### src/rtl/i2s_slave_port.sv
`timescale 1ns/1ps
// Purpose: I2S slave endpoint that follows an external sclk/lrck pair. It deserialises sd_in into
//          parallel left/right words and serialises the parallel left/right words onto sd_out.
// Latency: the inputs pass 2 sync flops plus a sclk edge-detect flop. rx_valid rises about 2 clk_audio
//          cycles after the strobe for the right word's last bit. sd_out is at most 4 cycles behind falling sclk.
// Backpressure: none. The master's sclk sets the pace. tx_ready/rx_valid/frame_err are
//          one-cycle pulses that the consumer must take when they occur.
//
// Ports:
//   clk_audio           oversampling clock, at least 8x sclk
//   reset               asynchronous, active-high
//   sclk_in/lrck_in     bit clock and word select from the master (asynchronous)
//   sd_in               serial data from the master (asynchronous)
//   sd_out              serial data to the master, registered
//   l_data_tx/r_data_tx words to send; captured at each left-slot start
//   tx_ready            pulse when the tx words are captured for the frame now starting
//   l_data_rx/r_data_rx last complete received frame
//   rx_valid            pulse when l/r_data_rx update
//   frame_err           pulse when a slot ends before DATA_W data bits arrive
module i2s_slave_port #(
    parameter int DATA_W = 24,
    parameter int SLOT_W = 32
) (
    input  logic              clk_audio,
    input  logic              reset,
    input  logic              sclk_in,
    input  logic              lrck_in,
    input  logic              sd_in,
    output logic              sd_out,
    input  logic [DATA_W-1:0] l_data_tx,
    input  logic [DATA_W-1:0] r_data_tx,
    output logic              tx_ready,
    output logic [DATA_W-1:0] l_data_rx,
    output logic [DATA_W-1:0] r_data_rx,
    output logic              rx_valid,
    output logic              frame_err
);

    // The bit counters only need to count to DATA_W, which is always below SLOT_W.
    localparam int CNT_W = (SLOT_W > 2) ? $clog2(SLOT_W) : 1;
    localparam logic [CNT_W-1:0] DATA_W_C = CNT_W'(DATA_W);
    localparam logic [CNT_W-1:0] ONE_C    = CNT_W'(1);

    typedef enum logic {SYNC, ACTIVE} state_t;

    // Synchronizers. sd and lrck take the same path length as sclk_s2 so that they
    // are stable and aligned when the rise strobe is evaluated.
    logic sclk_s1, sclk_s2, sclk_s3;
    logic lrck_s1, lrck_s2;
    logic sd_s1, sd_s2;

    always_ff @(posedge clk_audio or posedge reset) begin
        if (reset) begin
            sclk_s1 <= 1'b0;
            sclk_s2 <= 1'b0;
            sclk_s3 <= 1'b0;
            lrck_s1 <= 1'b0;
            lrck_s2 <= 1'b0;
            sd_s1   <= 1'b0;
            sd_s2   <= 1'b0;
        end else begin
            sclk_s1 <= sclk_in;
            sclk_s2 <= sclk_s1;
            sclk_s3 <= sclk_s2;
            lrck_s1 <= lrck_in;
            lrck_s2 <= lrck_s1;
            sd_s1   <= sd_in;
            sd_s2   <= sd_s1;
        end
    end

    logic rise, fall;
    assign rise = sclk_s2 & ~sclk_s3;
    assign fall = ~sclk_s2 & sclk_s3;

    state_t            state;
    logic              lrck_prev;     // lrck seen at the previous rise
    logic              slot_r;        // 0 = left slot in progress, 1 = right
    logic [CNT_W-1:0]  bit_cnt;       // rx data bits taken in the current slot
    logic [DATA_W-1:0] rx_shift;
    logic [DATA_W-1:0] l_stage;       // completed left word waiting for its right partner
    logic              left_ok;       // l_stage belongs to the current frame
    logic              rx_done;       // right word completed last cycle
    logic [DATA_W-1:0] l_hold, r_hold;
    logic              load_pending;  // a slot started and its word goes out at the next fall
    logic [DATA_W-1:0] tx_shift;
    logic [CNT_W-1:0]  tx_cnt;        // tx bits driven in the current slot

    logic              lrck_chg, left_start;
    logic [DATA_W-1:0] rx_next, tx_next, tx_word;

    assign lrck_chg   = rise && (lrck_s2 != lrck_prev);
    assign left_start = lrck_chg && lrck_prev && !lrck_s2;
    assign rx_next    = DATA_W'({rx_shift, sd_s2});
    assign tx_next    = tx_shift << 1;
    assign tx_word    = slot_r ? r_hold : l_hold;

    always_ff @(posedge clk_audio or posedge reset) begin
        if (reset) begin
            state        <= SYNC;
            lrck_prev    <= 1'b0;
            slot_r       <= 1'b0;
            bit_cnt      <= '0;
            rx_shift     <= '0;
            l_stage      <= '0;
            left_ok      <= 1'b0;
            rx_done      <= 1'b0;
            l_hold       <= '0;
            r_hold       <= '0;
            load_pending <= 1'b0;
            tx_shift     <= '0;
            tx_cnt       <= '0;
            sd_out       <= 1'b0;
            tx_ready     <= 1'b0;
            l_data_rx    <= '0;
            r_data_rx    <= '0;
            rx_valid     <= 1'b0;
            frame_err    <= 1'b0;
        end else begin
            tx_ready  <= 1'b0;
            rx_valid  <= 1'b0;
            frame_err <= 1'b0;
            rx_done   <= 1'b0;

            if (rise) begin
                lrck_prev <= lrck_s2;
            end

            // The frame is published one cycle after the right word completes.
            // By then rx_shift holds the full right word.
            if (rx_done) begin
                l_data_rx <= l_stage;
                r_data_rx <= rx_shift;
                rx_valid  <= 1'b1;
            end

            case (state)
                SYNC: begin
                    sd_out <= 1'b0;
                    // Lock onto the first left-slot start. That rise begins a frame exactly
                    // as it would in ACTIVE, but it is never a framing error.
                    if (left_start) begin
                        state        <= ACTIVE;
                        slot_r       <= 1'b0;
                        bit_cnt      <= '0;
                        left_ok      <= 1'b0;
                        l_hold       <= l_data_tx;
                        r_hold       <= r_data_tx;
                        tx_ready     <= 1'b1;
                        load_pending <= 1'b1;
                    end
                end

                ACTIVE: begin
                    if (rise) begin
                        if (lrck_chg) begin
                            // The bit sampled here is the previous slot's LSB and is dropped.
                            if (bit_cnt < DATA_W_C) begin
                                frame_err <= 1'b1;
                            end
                            bit_cnt      <= '0;
                            slot_r       <= lrck_s2;
                            load_pending <= 1'b1;
                            if (!lrck_s2) begin
                                left_ok  <= 1'b0;
                                l_hold   <= l_data_tx;
                                r_hold   <= r_data_tx;
                                tx_ready <= 1'b1;
                            end
                        end else if (bit_cnt < DATA_W_C) begin
                            rx_shift <= rx_next;
                            bit_cnt  <= bit_cnt + ONE_C;
                            if (bit_cnt == DATA_W_C - ONE_C) begin
                                if (!slot_r) begin
                                    l_stage <= rx_next;
                                    left_ok <= 1'b1;
                                end else if (left_ok) begin
                                    rx_done <= 1'b1;
                                end
                            end
                        end
                    end

                    if (fall) begin
                        if (load_pending) begin
                            load_pending <= 1'b0;
                            tx_shift     <= tx_word;
                            sd_out       <= tx_word[DATA_W-1];
                            tx_cnt       <= ONE_C;
                        end else if (tx_cnt < DATA_W_C) begin
                            tx_shift <= tx_next;
                            sd_out   <= tx_next[DATA_W-1];
                            tx_cnt   <= tx_cnt + ONE_C;
                        end else begin
                            sd_out <= 1'b0;
                        end
                    end
                end

                default: state <= SYNC;
            endcase
        end
    end

endmodule

### config.mk
export PLATFORM = sky130hd
export DESIGN_NAME = i2s_slave_port
export DESIGN_NICKNAME = d
export VERILOG_FILES = /design/src/rtl/i2s_slave_port.sv
export SDC_FILE = /design/constraint.sdc
export NUM_CORES = 1
export LEC_CHECK = 0
export CAP_MARGIN = 20
export CORE_MARGIN = 10
export CORE_UTILIZATION = 25
export CTS_BUF_LIST = sky130_fd_sc_hd__clkbuf_4 sky130_fd_sc_hd__clkbuf_8
export CTS_CLUSTER_SIZE = 12
export DETAILED_ROUTE_END_ITERATION = 8
export PLACE_DENSITY = 0.55
export SYNTH_ARGS = -nofsm -noshare
export SYNTH_HDL_FRONTEND = slang
export SYNTH_SLANG_ARGS = --single-unit
### constraint.sdc
create_clock -name clk_audio -period 7 [get_ports clk_audio]
set_input_delay 1.4 -clock clk_audio [delete_from_list [all_inputs] [get_ports clk_audio]]
set_output_delay 1.4 -clock clk_audio [all_outputs]
set_load 0.05 [all_outputs]
# Word-level counts from Yosys, hierarchy flattened
# Index checks and enable logic that the tools add are counted.
[classes]
add_sub_neg = 2
n_lt_le_gt_ge = 2
eq_ne = 11
mux = 59
bitwise = 7
reduce_logical = 12
[op_table]
columns = ["op", "count"]
rows = [
  ["2-to-1 mux 24 bit", 9],
  ["one-hot mux 24 bit (2 select lines)", 2],
  ["2-to-1 mux 23 bit", 2],
  ["2-to-1 mux 1 bit", 34],
  ["2-to-1 mux 5 bit", 6],
  ["AND reduction 6 bit", 2],
  ["adder 5 x 1 -> 5 bit, second input constant", 2],
  ["less-than comparator 5 bit, second input constant", 2],
  ["one-hot mux 1 bit (2 select lines)", 5],
  ["one-hot mux 5 bit (2 select lines)", 1],
  ["AND reduction 3 bit", 3],
  ["inequality test 2 bit, second input constant", 4],
  ["AND reduction 4 bit", 2],
  ["inequality test 3 x 1 -> 1 bit, second input constant", 2],
  ["equality test 5 bit, second input constant", 1],
  ["inverter 1 bit", 5],
  ["logical AND 1 bit", 3],
  ["inequality test 3 x 2 -> 1 bit, second input constant", 1],
  ["inequality test 3 bit, second input constant", 1],
  ["AND 1 bit", 2],
  ["inequality test 2 x 1 -> 1 bit, second input constant", 1],
  ["nonzero test 2 bit", 1],
  ["zero test 1 bit", 1],
  ["inequality test 1 bit", 1],
]
[word_totals]
reg_bits = 194
in_bits = 53
wordCells = 119

# Logic depth before layout (Yosys ltp)
[logic_depth]
depth_word = 8
ltp_mapped = 8

# Worst setup path before layout
# Ideal clock, no wire load.
[synth_path]
path_kind = "register -> output"
from = "reg l_data_rx[0]"
to = "out l_data_rx[0]"
arrival_ns = 0.598
required_time_ns = 5.600
slack_ns = 5.002
path_stages_with_launch = 1
path_cell_list = "dfrtp_1"
[synth_lines]
columns = ["element", "line", "text"]
rows = [
  ["from (decl)", "33", "output logic [DATA_W-1:0] l_data_rx,"],
  ["from (signal assigned)", "132", "l_data_rx <= l_stage;"],
]
# No word-level cell between the ends.

# Final worst setup path
[layout_path]
from = "reg r_data_rx[17]"
to = "out r_data_rx[17]"
[layout_lines]
columns = ["element", "line", "text"]
rows = [
  ["from (decl)", "34", "output logic [DATA_W-1:0] r_data_rx,"],
  ["from (signal assigned)", "133", "r_data_rx <= rx_shift;"],
]
# No word-level cell between the ends.

==> reports/results.txt <==
wire length per cell: 14.8 µm
Seq/Total Area, Yosys: 0.610
setup TNS: 0 ps
ant diodes: 0
Skew-Pair Late Insertion Delay: 470 ps
post-CTS resize count: 0
Slew headroom: 0.349
# IOs: 105
global-route wire length before repair: 26200 µm
Die Ht: 198 µm
clock-pin transition on the worst setup and hold timing paths: 120 ps
number of global-route vias before repair: 4736
critical path type: reg2out
Pleak: 4.53 nW
via count: 4543
PortBufs: 104
initial DRC count: 180
pwr dens: 263 nW/µm²
Worst Path Max Fanout: 2
Die Span X: 198 µm
Layout area overhead: 23.0%
initial antenna violation count: 0
Final setup viols: 0
commonest non-fill, non-tap cell in the layout: dfrtp_1
CTS Sinks: 194
DRC errors left: 0
Clock H-tree levels: 4
Yosys reg bits: 194
Tmin final: 3090 ps
largest net degree at the start of global routing: 140
placed cell area: 9360 µm²
Routed WL: 15900 µm
Layout Cells excl Fill: 1075
DP HPWL: 10300 µm
WP data required: 5600 ps
Critical Path, Cell by Cell: clkdlybuf4s50_1
Reg2Reg Setup Slack: 4940 ps
placer's final routability congestion estimate: 0.713
Final Skew: 23.4 ps
Fillers: 3167
WHS: 356 ps
maxcap violations: 0
placement row count: 65
Core Region: 31500 µm²
Tcrit/Tclk final: 0.442
vias per std cell: 4.23
Area contributors post-synth: dfrtp_1 61%, mux2_2 15%, mux2_4 7.2%, mux2i_1 2.8%, nand2_1 1.8%
share of Yosys cell area claimed by the top area cell type: 0.610
Routed Antenna Nets: 0
fmax: 0.323 GHz
WP buf/inv: 1
VDD IR max: 0.000104 V
CP top delay family: buffers and inverters
synthesized area: 7950 µm²
number of CTS-inserted buffers: 17
Critical Path Source Type: register
CP endpoint kind: output pin
DR pass1 iterations: 4
initial core utilization: 0.253
syn avg cell area: 14.2 µm²
hold_buf cts: 0
final std cell area, no fill: 9780 µm²
Yosys top cell by area: dfrtp_1
commonest cells after routing, fill and taps aside: 193 x dfrtp_1, 108 x mux2_2, 104 x clkdlybuf4s50_1, 39 x nand2_1, 38 x mux2_4
CP peak stage delay: 820 ps
Slowest-stage cell, CP: clkdlybuf4s50_1
NumNets Final: 715
Worst Path Arrival: 1690 ps
Slew Limit Fails: 0
Synth cell types: 43
placed cell count: 1042
CTS tree: yes
Hold Crit Class: reg2reg
syn_nets: 617
Syn. warnings: 0
CTS root buf: clkbuf_8
share of cells above drive strength 1: 0.285
CTS Buffer Depth: 2
Synth Instances: 562
status: finished clean
GRT Total Usage: 0.0828
RSZ-0062 raised after global routing: no
die outline area: 39300 µm²
Least-Margin Pin Slew: 977 ps
global route total overflow: 0
Post CTS Setup Buffer Count: 0
Final Hold Fails: 0
state kept, by name (all words and copies together) (netlist names), 5 cells and up:
register,count
l_stage,24
l_hold,24
l_data_rx,24
r_data_rx,24
tx_cnt,5
rx_shift,24
r_hold,24
tx_shift,23
bit_cnt,5
layout make-up:
cell class,instances,area [µm²],area share
Clock inverter,14,158,0.0161
Clock buffer,18,248,0.0253
Tap cell,402,503,0.0514
Sequential cell,194,4860,0.496
Inverter,4,22.5,0.00230
Multi-Input combinational cell,333,2900,0.296
Timing Repair Buffer,110,1100,0.112
where the power goes:
group,internal [W],switching [W]
Sequential,0.00130,0.000118
Combinational,0.000219,0.000195
Clock,0.000280,0.000458
per-layer routing:
| metal | vias to the layer above | GRT usage | wire [µm] |
|---|---|---|---|
| li1 | 2166 | - | - |
| met1 | 2268 | 0.109 | 7670 |
| met2 | 99 | 0.129 | 7140 |
| met3 | 10 | 0.0250 | 935 |
| met4 | 0 | 0.0214 | 136 |
| met5 | - | 0 | 0 |
worst paths after layout:
path | start | end | depth (start not counted)
hold / removal | lrck_s1$_DFF_PP0_ | lrck_s2$_DFF_PP0_ | 0
setup / recovery | r_data_rx[17]$_DFFE_PP0P_ | r_data_rx[17] | 1
min in group asynchronous | reset | bit_cnt[0]$_DFFE_PP0P_ | 2
max in group asynchronous | reset | tx_shift[7]$_DFFE_PP0P_ | 3
setup reg to reg | bit_cnt[0]$_DFFE_PP0P_ | l_stage[20]$_DFFE_PP0P_ | 4
hold reg to reg | lrck_s1$_DFF_PP0_ | lrck_s2$_DFF_PP0_ | 0
per-stage QoR:
stage	total power [W]	util	setup slack [ps]
floorplan	0.00174	-	316
global placement	0.00186	0.297	3510
detailed placement	0.00187	0.297	3520
CTS	0.00263	0.310	3840
global route	0.00275	0.311	3820
finish	0.00257	0.311	3910
cells by family after synthesis:
logic type | synth area share
DFF | 0.610
muxes | 0.252
and+or+nand+nor | 0.0590
AOI/OAI and AO/OA | 0.0428
buffers and inverters | 0.0269
xor gates and xnor gates | 0.00535
adders and majority gates | 0.00315
cells in the mapped netlist (all sizes together):
master / instances
and3: 2
and3b: 1
nand3: 5
a311oi: 1
nor3b: 1
buf: 25
nor2: 33
a22o: 1
o221ai: 1
a41oi: 1
xnor2: 1
nand2: 39
ha: 2
nor2b: 2
mux2: 146
clkbuf: 6
nor3: 1
nand3b: 1
or2b: 1
inv: 4
a21oi: 25
dfrtp: 194
o22ai: 2
and2: 1
and2b: 2
mux2i: 22
and4bb: 1
nand4b: 1
a31oi: 2
or4: 1
nand4: 2
or2: 1
xor2: 3
o21ai: 31
No activity file was read; power rests on OpenSTA's default activity.
